===== src/rtl/clk_manager.sv =====
// ---------------------------------------------------------------------------
// clk_manager
//
// Sits between the iCE40 PLL primitive and the rest of the design. It runs on
// the PLL reference clock, not on the PLL output. Its jobs are:
//   - sequence the PLL reset (RESETB is active-low)
//   - synchronise and filter the asynchronous LOCK signal
//   - hold the downstream design in reset until the PLL clock can be trusted
//   - detect lock loss, or accept a request, and re-sequence the PLL
//   - generate NUM_CH runtime-programmable clock-enable strobes
//
// Ports:
//   clk           in   reference clock
//   reset         in   synchronous, active-high
//   pll_lock      in   PLL LOCK, asynchronous
//   relock_req    in   single-cycle request to force a re-lock (RUN only)
//   div_cfg       in   channel i divisor at [i*DIV_WIDTH +: DIV_WIDTH]
//   pll_resetb    out  PLL RESETB, active-low
//   sys_reset     out  synchronous active-high reset for downstream logic
//   ready         out  high while in RUN
//   ch_en         out  per-channel one-cycle enable strobes
//   relock_count  out  saturating count of re-lock sequences since reset
// ---------------------------------------------------------------------------
module clk_manager #(
    parameter int NUM_CH              = 2,
    parameter int DIV_WIDTH           = 8,
    parameter int PLL_RST_CYCLES      = 16,
    parameter int LOCK_STABLE_CYCLES  = 64,
    parameter int LOCK_LOSS_FILTER    = 4,
    parameter int LOCK_TIMEOUT_CYCLES = 4096
) (
    input  logic                        clk,
    input  logic                        reset,
    input  logic                        pll_lock,
    input  logic                        relock_req,
    input  logic [NUM_CH*DIV_WIDTH-1:0] div_cfg,
    output logic                        pll_resetb,
    output logic                        sys_reset,
    output logic                        ready,
    output logic [NUM_CH-1:0]           ch_en,
    output logic [7:0]                  relock_count
);

    // One timer serves both the PLL reset hold and the lock timeout. One
    // filter counter serves both the stable-lock count and the loss count.
    localparam int TIMER_MAX = (PLL_RST_CYCLES > LOCK_TIMEOUT_CYCLES) ?
                               PLL_RST_CYCLES : LOCK_TIMEOUT_CYCLES;
    localparam int FILT_MAX  = (LOCK_STABLE_CYCLES > LOCK_LOSS_FILTER) ?
                               LOCK_STABLE_CYCLES : LOCK_LOSS_FILTER;
    localparam int TIMER_W   = $clog2(TIMER_MAX + 1);
    localparam int FILT_W    = $clog2(FILT_MAX + 1);

    // Each state advances on the edge where its counter would reach its
    // limit, so the compare is made against limit-1.
    localparam logic [TIMER_W-1:0] RST_LAST     = TIMER_W'(PLL_RST_CYCLES - 1);
    localparam logic [TIMER_W-1:0] TIMEOUT_LAST = TIMER_W'(LOCK_TIMEOUT_CYCLES - 1);
    localparam logic [FILT_W-1:0]  STABLE_LAST  = FILT_W'(LOCK_STABLE_CYCLES - 1);
    localparam logic [FILT_W-1:0]  LOSS_LAST    = FILT_W'(LOCK_LOSS_FILTER - 1);

    typedef enum logic [1:0] {
        ST_PLL_RST   = 2'd0,
        ST_WAIT_LOCK = 2'd1,
        ST_RUN       = 2'd2
    } state_t;

    state_t               state_q, state_d;
    logic [TIMER_W-1:0]   timer_q, timer_d;
    logic [FILT_W-1:0]    filt_q, filt_d;
    logic                 sync1_q, sync1_d;
    logic                 lock_s_q, lock_s_d;
    logic [7:0]           relock_count_q, relock_count_d;
    logic                 pll_resetb_q, pll_resetb_d;
    logic                 sys_reset_q, sys_reset_d;
    logic                 ready_q, ready_d;
    logic                 relock_event;
    logic                 run_next;
    logic                 run_entry;

    // LOCK is meaningless while the PLL is held in reset, so the synchroniser
    // is flushed in PLL_RST. Lock qualification therefore always pays the
    // full two-flop latency after RESETB rises.
    always_comb begin
        sync1_d  = 1'b0;
        lock_s_d = 1'b0;
        if (state_q != ST_PLL_RST) begin
            sync1_d  = pll_lock;
            lock_s_d = sync1_q;
        end
    end

    always_comb begin
        state_d        = state_q;
        timer_d        = timer_q + TIMER_W'(1);
        filt_d         = filt_q;
        relock_count_d = relock_count_q;
        relock_event   = 1'b0;

        case (state_q)
            ST_PLL_RST: begin
                if (timer_q == RST_LAST) begin
                    state_d = ST_WAIT_LOCK;
                end
            end
            ST_WAIT_LOCK: begin
                filt_d = lock_s_q ? (filt_q + FILT_W'(1)) : '0;
                // A qualified lock wins over a timeout on the same edge.
                if (lock_s_q && (filt_q == STABLE_LAST)) begin
                    state_d = ST_RUN;
                end else if (timer_q == TIMEOUT_LAST) begin
                    state_d = ST_PLL_RST;
                end
            end
            ST_RUN: begin
                timer_d = '0;
                filt_d  = lock_s_q ? '0 : (filt_q + FILT_W'(1));
                // Loss and request may coincide; it is a single re-lock.
                if ((!lock_s_q && (filt_q == LOSS_LAST)) || relock_req) begin
                    state_d      = ST_PLL_RST;
                    relock_event = 1'b1;
                end
            end
            default: begin
                state_d = ST_PLL_RST;
            end
        endcase

        if (state_d != state_q) begin
            timer_d = '0;
            filt_d  = '0;
        end

        if (relock_event && (relock_count_q != 8'hFF)) begin
            relock_count_d = relock_count_q + 8'd1;
        end

        // Outputs are decoded from the next state so they change on the
        // same edge as the state register.
        pll_resetb_d = (state_d != ST_PLL_RST);
        sys_reset_d  = (state_d != ST_RUN);
        ready_d      = (state_d == ST_RUN);
    end

    assign run_next  = (state_d == ST_RUN);
    assign run_entry = (state_q != ST_RUN) && (state_d == ST_RUN);

    always_ff @(posedge clk) begin
        if (reset) begin
            state_q        <= ST_PLL_RST;
            timer_q        <= '0;
            filt_q         <= '0;
            sync1_q        <= 1'b0;
            lock_s_q       <= 1'b0;
            relock_count_q <= '0;
            pll_resetb_q   <= 1'b0;
            sys_reset_q    <= 1'b1;
            ready_q        <= 1'b0;
        end else begin
            state_q        <= state_d;
            timer_q        <= timer_d;
            filt_q         <= filt_d;
            sync1_q        <= sync1_d;
            lock_s_q       <= lock_s_d;
            relock_count_q <= relock_count_d;
            pll_resetb_q   <= pll_resetb_d;
            sys_reset_q    <= sys_reset_d;
            ready_q        <= ready_d;
        end
    end

    assign pll_resetb   = pll_resetb_q;
    assign sys_reset    = sys_reset_q;
    assign ready        = ready_q;
    assign relock_count = relock_count_q;

    // Clock-enable dividers. cnt_q is the position of the current RUN cycle
    // within the divide period. The first RUN cycle always strobes; after
    // that a strobe fires when the previous position has reached the live
    // divisor, so lowering the divisor below the count wraps immediately.
    genvar gi;
    generate
        for (gi = 0; gi < NUM_CH; gi++) begin : g_ch
            logic [DIV_WIDTH-1:0] div_val;
            logic [DIV_WIDTH-1:0] cnt_q, cnt_d;
            logic                 en_q, en_d;

            assign div_val = div_cfg[gi*DIV_WIDTH +: DIV_WIDTH];

            always_comb begin
                cnt_d = '0;
                en_d  = 1'b0;
                if (run_next) begin
                    if (run_entry || (cnt_q >= div_val)) begin
                        cnt_d = '0;
                        en_d  = 1'b1;
                    end else begin
                        cnt_d = cnt_q + DIV_WIDTH'(1);
                    end
                end
            end

            always_ff @(posedge clk) begin
                if (reset) begin
                    cnt_q <= '0;
                    en_q  <= 1'b0;
                end else begin
                    cnt_q <= cnt_d;
                    en_q  <= en_d;
                end
            end

            assign ch_en[gi] = en_q;
        end
    endgenerate

endmodule

===== config.mk =====
export PLATFORM = sky130hd
export DESIGN_NAME = clk_manager
export DESIGN_NICKNAME = d
export VERILOG_FILES = /design/src/rtl/clk_manager.sv
export SDC_FILE = /design/constraint.sdc
export NUM_CORES = 1
export LEC_CHECK = 0
export ABC_AREA = 1
export ABC_CLOCK_PERIOD_IN_PS = 2100
export CAP_MARGIN = 10
export CORE_MARGIN = 2
export CORE_UTILIZATION = 24
export DETAILED_ROUTE_END_ITERATION = 7
export HOLD_SLACK_MARGIN = 0.12
export SYNTH_ARGS = -nofsm -noshare
export SYNTH_HDL_FRONTEND = slang
export SYNTH_SLANG_ARGS = --single-unit

===== constraint.sdc =====
create_clock -name clk -period 2.1 [get_ports clk]
set_clock_uncertainty 0.15 [all_clocks]
set_input_delay 0.42 -clock clk [delete_from_list [all_inputs] [get_ports clk]]
set_output_delay 0.42 -clock clk [all_outputs]
set_load 0.05 [all_outputs]

Word level (Yosys, flattened, before mapping)

Cells that the tools add are included.

Register bits: 53
Input port bits: 20
Output and inout bits: 13
Word-level logic and storage cells: 63

Add/sub/neg operators: 5
Magnitude comparators: 2
Equality and inequality tests: 11
Muxes and demuxes: 12
Bitwise logic cells: 2
Reduce and logical (&&, ||, !) cells: 18

Operators with widths:

| cell                                            | count |
|---|---|
| adder 8 x 1 -> 8 bit, second input constant     | 3 |
| greater-or-equal comparator 8 bit               | 2 |
| 2-to-1 mux 7 bit                                | 2 |
| case mux 7 bit (2 select lines)                 | 1 |
| adder 13 x 1 -> 13 bit, second input constant   | 1 |
| == test 13 x 12 -> 1 bit, second input constant | 1 |
| == test 13 x 4 -> 1 bit, second input constant  | 1 |
| OR reduction 3 bit                              | 3 |
| 2-to-1 mux 2 bit                                | 4 |
| inequality test 8 bit, second input constant    | 1 |
| adder 7 x 1 -> 7 bit, second input constant     | 1 |
| == test 7 x 2 -> 1 bit, second input constant   | 1 |
| == test 7 x 6 -> 1 bit, second input constant   | 1 |
| case mux 2 bit (3 select lines)                 | 1 |
| nonzero test 2 bit                              | 3 |
| OR reduction 2 bit                              | 3 |
| == test 2 bit, second input constant            | 2 |
| logical AND 1 bit                               | 4 |
| 2-to-1 mux 1 bit                                | 4 |
| inequality test 2 bit, second input constant    | 2 |
| logical OR 1 bit                                | 3 |
| == test 2 x 1 -> 1 bit, second input constant   | 1 |
| logical NOT 2 bit                               | 1 |
| inequality test 2 bit                           | 1 |
| 2 further kinds                                 | 3 |

Logic depth before layout (Yosys ltp)

Word-level depth: 9
Depth in mapped cells: 14
Gate-level depth less buffers: 14

Worst setup path before layout

OpenSTA, ideal clock, no wires.

Path kind: flip-flop to flip-flop
From: reg relock_count_q[0], in the netlist relock_count[0]
To: reg relock_count_q[4], in the netlist relock_count[4]
Library setup time: 0.117 ns
Arrival time: 1.736 ns
Required time: 1.833 ns
Slack: 0.096 ns
Cell stages (with the launch flop): 11
Path buffers: 0
Period minus slack after synthesis: 2.004 ns
Path through: dfxtp_1 ha_1 nand3_1 nor2_1 a31oi_1 nand2_1 inv_1 nand2_1 nor2_1 a21oi_1 nor2_1

Longest elaborated chain between the ends: 2
Elaborated cells between the ends (all ways): 3
Classes of those cells: add/sub (1); eq/ne (1); reduce/logical (1)

Ends and longest elaborated chain:

| what                                                         | RTL line | source |
|---|---|---|
| start: declaration                                           | 71       | `logic [7:0] relock_count_q, relock_count_d;` |
| start signal: assignment                                     | 163      | `relock_count_q <= relock_count_d;` |
| branches (longest 2 deep; another with adder 8 x 1 -> 8 bit) | -        |  |

Parallel ways; which one is timed is not known.
A chain may end at the register's enable or synchronous reset.

Worst setup path in the final report

From: reg relock_count_q[4], in the netlist relock_count[4]
To: out relock_count[4]

RTL lines:

| what             | RTL line | source |
|---|---|---|
| end: declaration | 41       | `output logic [7:0] relock_count` |

No word-level cell between the ends.

==> impl_metrics.yaml <==
global_route:
  grt_antenna_before_repair: 0
  grt_pass1_wl_um: 9390
  grt_pass1_vias: 2270
  gr-total-overflow: 0
  grtUsageTotal_pct: 8.81
  grt_max_degree: 17
floorplan:
  start_util_pct: 24.9
  die_w_um: 113
  coreArea_sq_um: 11500
  die-area_sq_um: 12800
  pin_count: 33
  rows: 39
  die_height_um: 113
synthesis:
  synth_area_sq_um: 2860
  synthCells: 373
  synthDistinctLibCells: 30
  ys_ff_latch: 53
  avgSynthCellArea_sq_um: 7.67
  synth.net_count: 418
  yosysSeqAreaShare_pct: 37.1
  yosysWarningCount: 0
timing:
  finalMaxSlewViolations: 0
  fmax_ghz: 0.494
  tightest_slew_ps: 507
  period_minus_slack_ps: 2030
  max_slew_margin_pct: 66.1
  setup_tns_ps: 0
  final.period_utilization_pct: 96.5
  finalHoldViolCount: 0
  setup_viol: 0
route:
  avgViaCountPerCell: 4.30
  drt-met1-wl_um: 2640
  drc: 2
  vias: 2414
  drtAntennaViolNets: 0
  wl_per_cell_um: 10.3
  met2_length_um: 2810
  first_pass_iters: 6
  drt_iter0_drc: 58
  wl_um: 5770
  route.met3.wl_um: 213
  top_layer_used: "met4"
cells_and_area:
  layout_common_cells: "inv_1, dfxtp_1, nand2_1, nor2_1, clkdlybuf4s50_1"
  layout_commonest_cell: "inv_1"
  layout-drive-gt1-share_pct: 17.7
  final_nets: 462
  antenna_cells: 0
  area_delta_synth_final_pct: 29.4
  finalInstanceArea_sq_um: 3700
  fill_cells: 1218
  fin_util_pct: 32.2
worst_setup_path:
  slowest_stage: "clkdlybuf4s50_1"
  path_cells: "clkdlybuf4s50_1"
  worstSetupPathType: "reg2out"
  path_max_fanout: 3
  worst_setup_path_start_kind: "flip-flop"
  worstSetupEndpointType: "output pin"
  crit_buf_inv: 1
  crit_family: "buffers and inverters"
  critPathMaxStageDelay_ps: 810
  arrival_ps: 1460
  crit_required_ps: 1530
place:
  place_area_sq_um: 3350
  port_buffers: 32
  dpl.hpwl_um: 4230
  gp_congestion: 0.764
clock_network:
  cts_tree: "done"
  clk_pin_slew_worst_paths_ps: 70
  clockBufferDepth: 2
  cts_sinks: 53
  htreeDepth: 2
  clkLatencyLatePin_ps: 290
  cts-root-buf: "clkbuf_16"
  cts_made_buffers: 5
power_and_ir_drop:
  power.leakage_nw: 1.48
  powerDensity_nw_per_um2: 585
  irDropWorstVdd_mv: 0.545
worst_hold_path:
  min_path_type: "reg2reg"
flow_run:
  cap_viol_max_count: 0
outcome:
  violations: "design-rule violations"
  status: "complete, but fails checks"
[report_power, final]
group          internal (mW)  total [mW]  leakage [nW]  switching (mW)
clock                  0.681        1.05        0.0938           0.367
sequential              1.01        1.01         0.429         0.00410
combinational         0.0606       0.108         0.955          0.0475
[routing by layer]
| metal | vias up | track usage (%) |
|---|---|---|
| li1 | 1274 | - |
| met1 | 1103 | 10.1 |
| met2 | 31 | 15.5 |
| met3 | 6 | 2.14 |
| met4 | 0 | 3.90 |
| met5 | - | 0 |
[cell usage after synthesis, drive strengths merged]
library cell / instances / area, sq um
clkbuf: 1 / 3.75
o31ai: 1 / 7.51
buf: 3 / 26.3
xnor2: 10 / 87.6
a22oi: 1 / 7.51
nand2: 58 / 235
nor3: 9 / 50.1
a31oi: 1 / 6.26
nand3b: 1 / 7.51
nor3b: 2 / 15.0
nor2: 65 / 284
nand3: 29 / 190
nand4: 8 / 50.1
xor2: 14 / 123
nor4: 2 / 12.5
dfxtp: 53 / 1060
ha: 25 / 313
a21oi: 15 / 75.1
inv: 59 / 221
o21a: 2 / 15.0
o21ai: 13 / 65.1
or2: 1 / 6.26
[sequential cells by signal, summed over array words and instances (netlist names)]
register / count
ready: 1
g_ch.cnt_q: 16
relock_count: 8
filt_q: 7
timer_q: 13
g_ch.en_q: 2
lock_s_q: 1
state_q: 2
pll_resetb: 1
sys_reset: 1
sync1_q: 1
[logic make-up after synthesis]
logic type                 Yosys count  share of synthesized area (%)
DFF                                 53                           37.1
and+or+nand+nor                    175                           29.7
buffers and inverters               63                           8.78
adders and majority gates           25                           10.9
AOI/OAI and AO/OA                   33                           6.16
xor gates and xnor gates            24                           7.34
[layout make-up]
class                           count  area [sq um]  area share [%]
Multi-Input combinational cell    258          1690            45.5
Sequential cell                    53          1060            28.7
Clock inverter                      3          65.1            1.76
Inverter                           59           221            5.98
Tap cell                          143           179            4.83
Clock buffer                        5           125            3.38
Timing Repair Buffer               40           363            9.79
[path summary, 6_finish.rpt]
| check | slack, ps | to | cells past startpoint | from |
|---|---|---|---|---|
| worst min-delay path | 300 | lock_s_q$_SDFF_PP0_ | 1 | sync1_q$_SDFF_PP0_ |
| worst max register to register | 130 | g_ch[1].en_q$_SDFF_PP0_ | 12 | filt_q[0]$_SDFFE_PP0P_ |
| worst min register to register | 300 | lock_s_q$_SDFF_PP0_ | 1 | sync1_q$_SDFF_PP0_ |
| worst max-delay path | 70 | relock_count[4] | 1 | relock_count[4]$_SDFFE_PP0P_ |
[repair_timing]
action                     CTS  global route
gates resized for setup      0            29
setup endpoints to repair    0            38
buffers inserted             0             3
hold buffers                 0             0
hold endpoints to repair     0             0
[through the flow]
stage               setup WS (ps)  cells  power [mW]  hold slack [ps]
global route                -31.1    561        2.24              311
floorplan                    96.5    373        1.08              280
detailed placement           -285    549        1.13              299
CTS                          12.3    557        2.19              303
finish                       73.7    561        2.17              302
global placement             -256    549        1.13              296
Note: power is estimated with default switching activity, not from simulation.
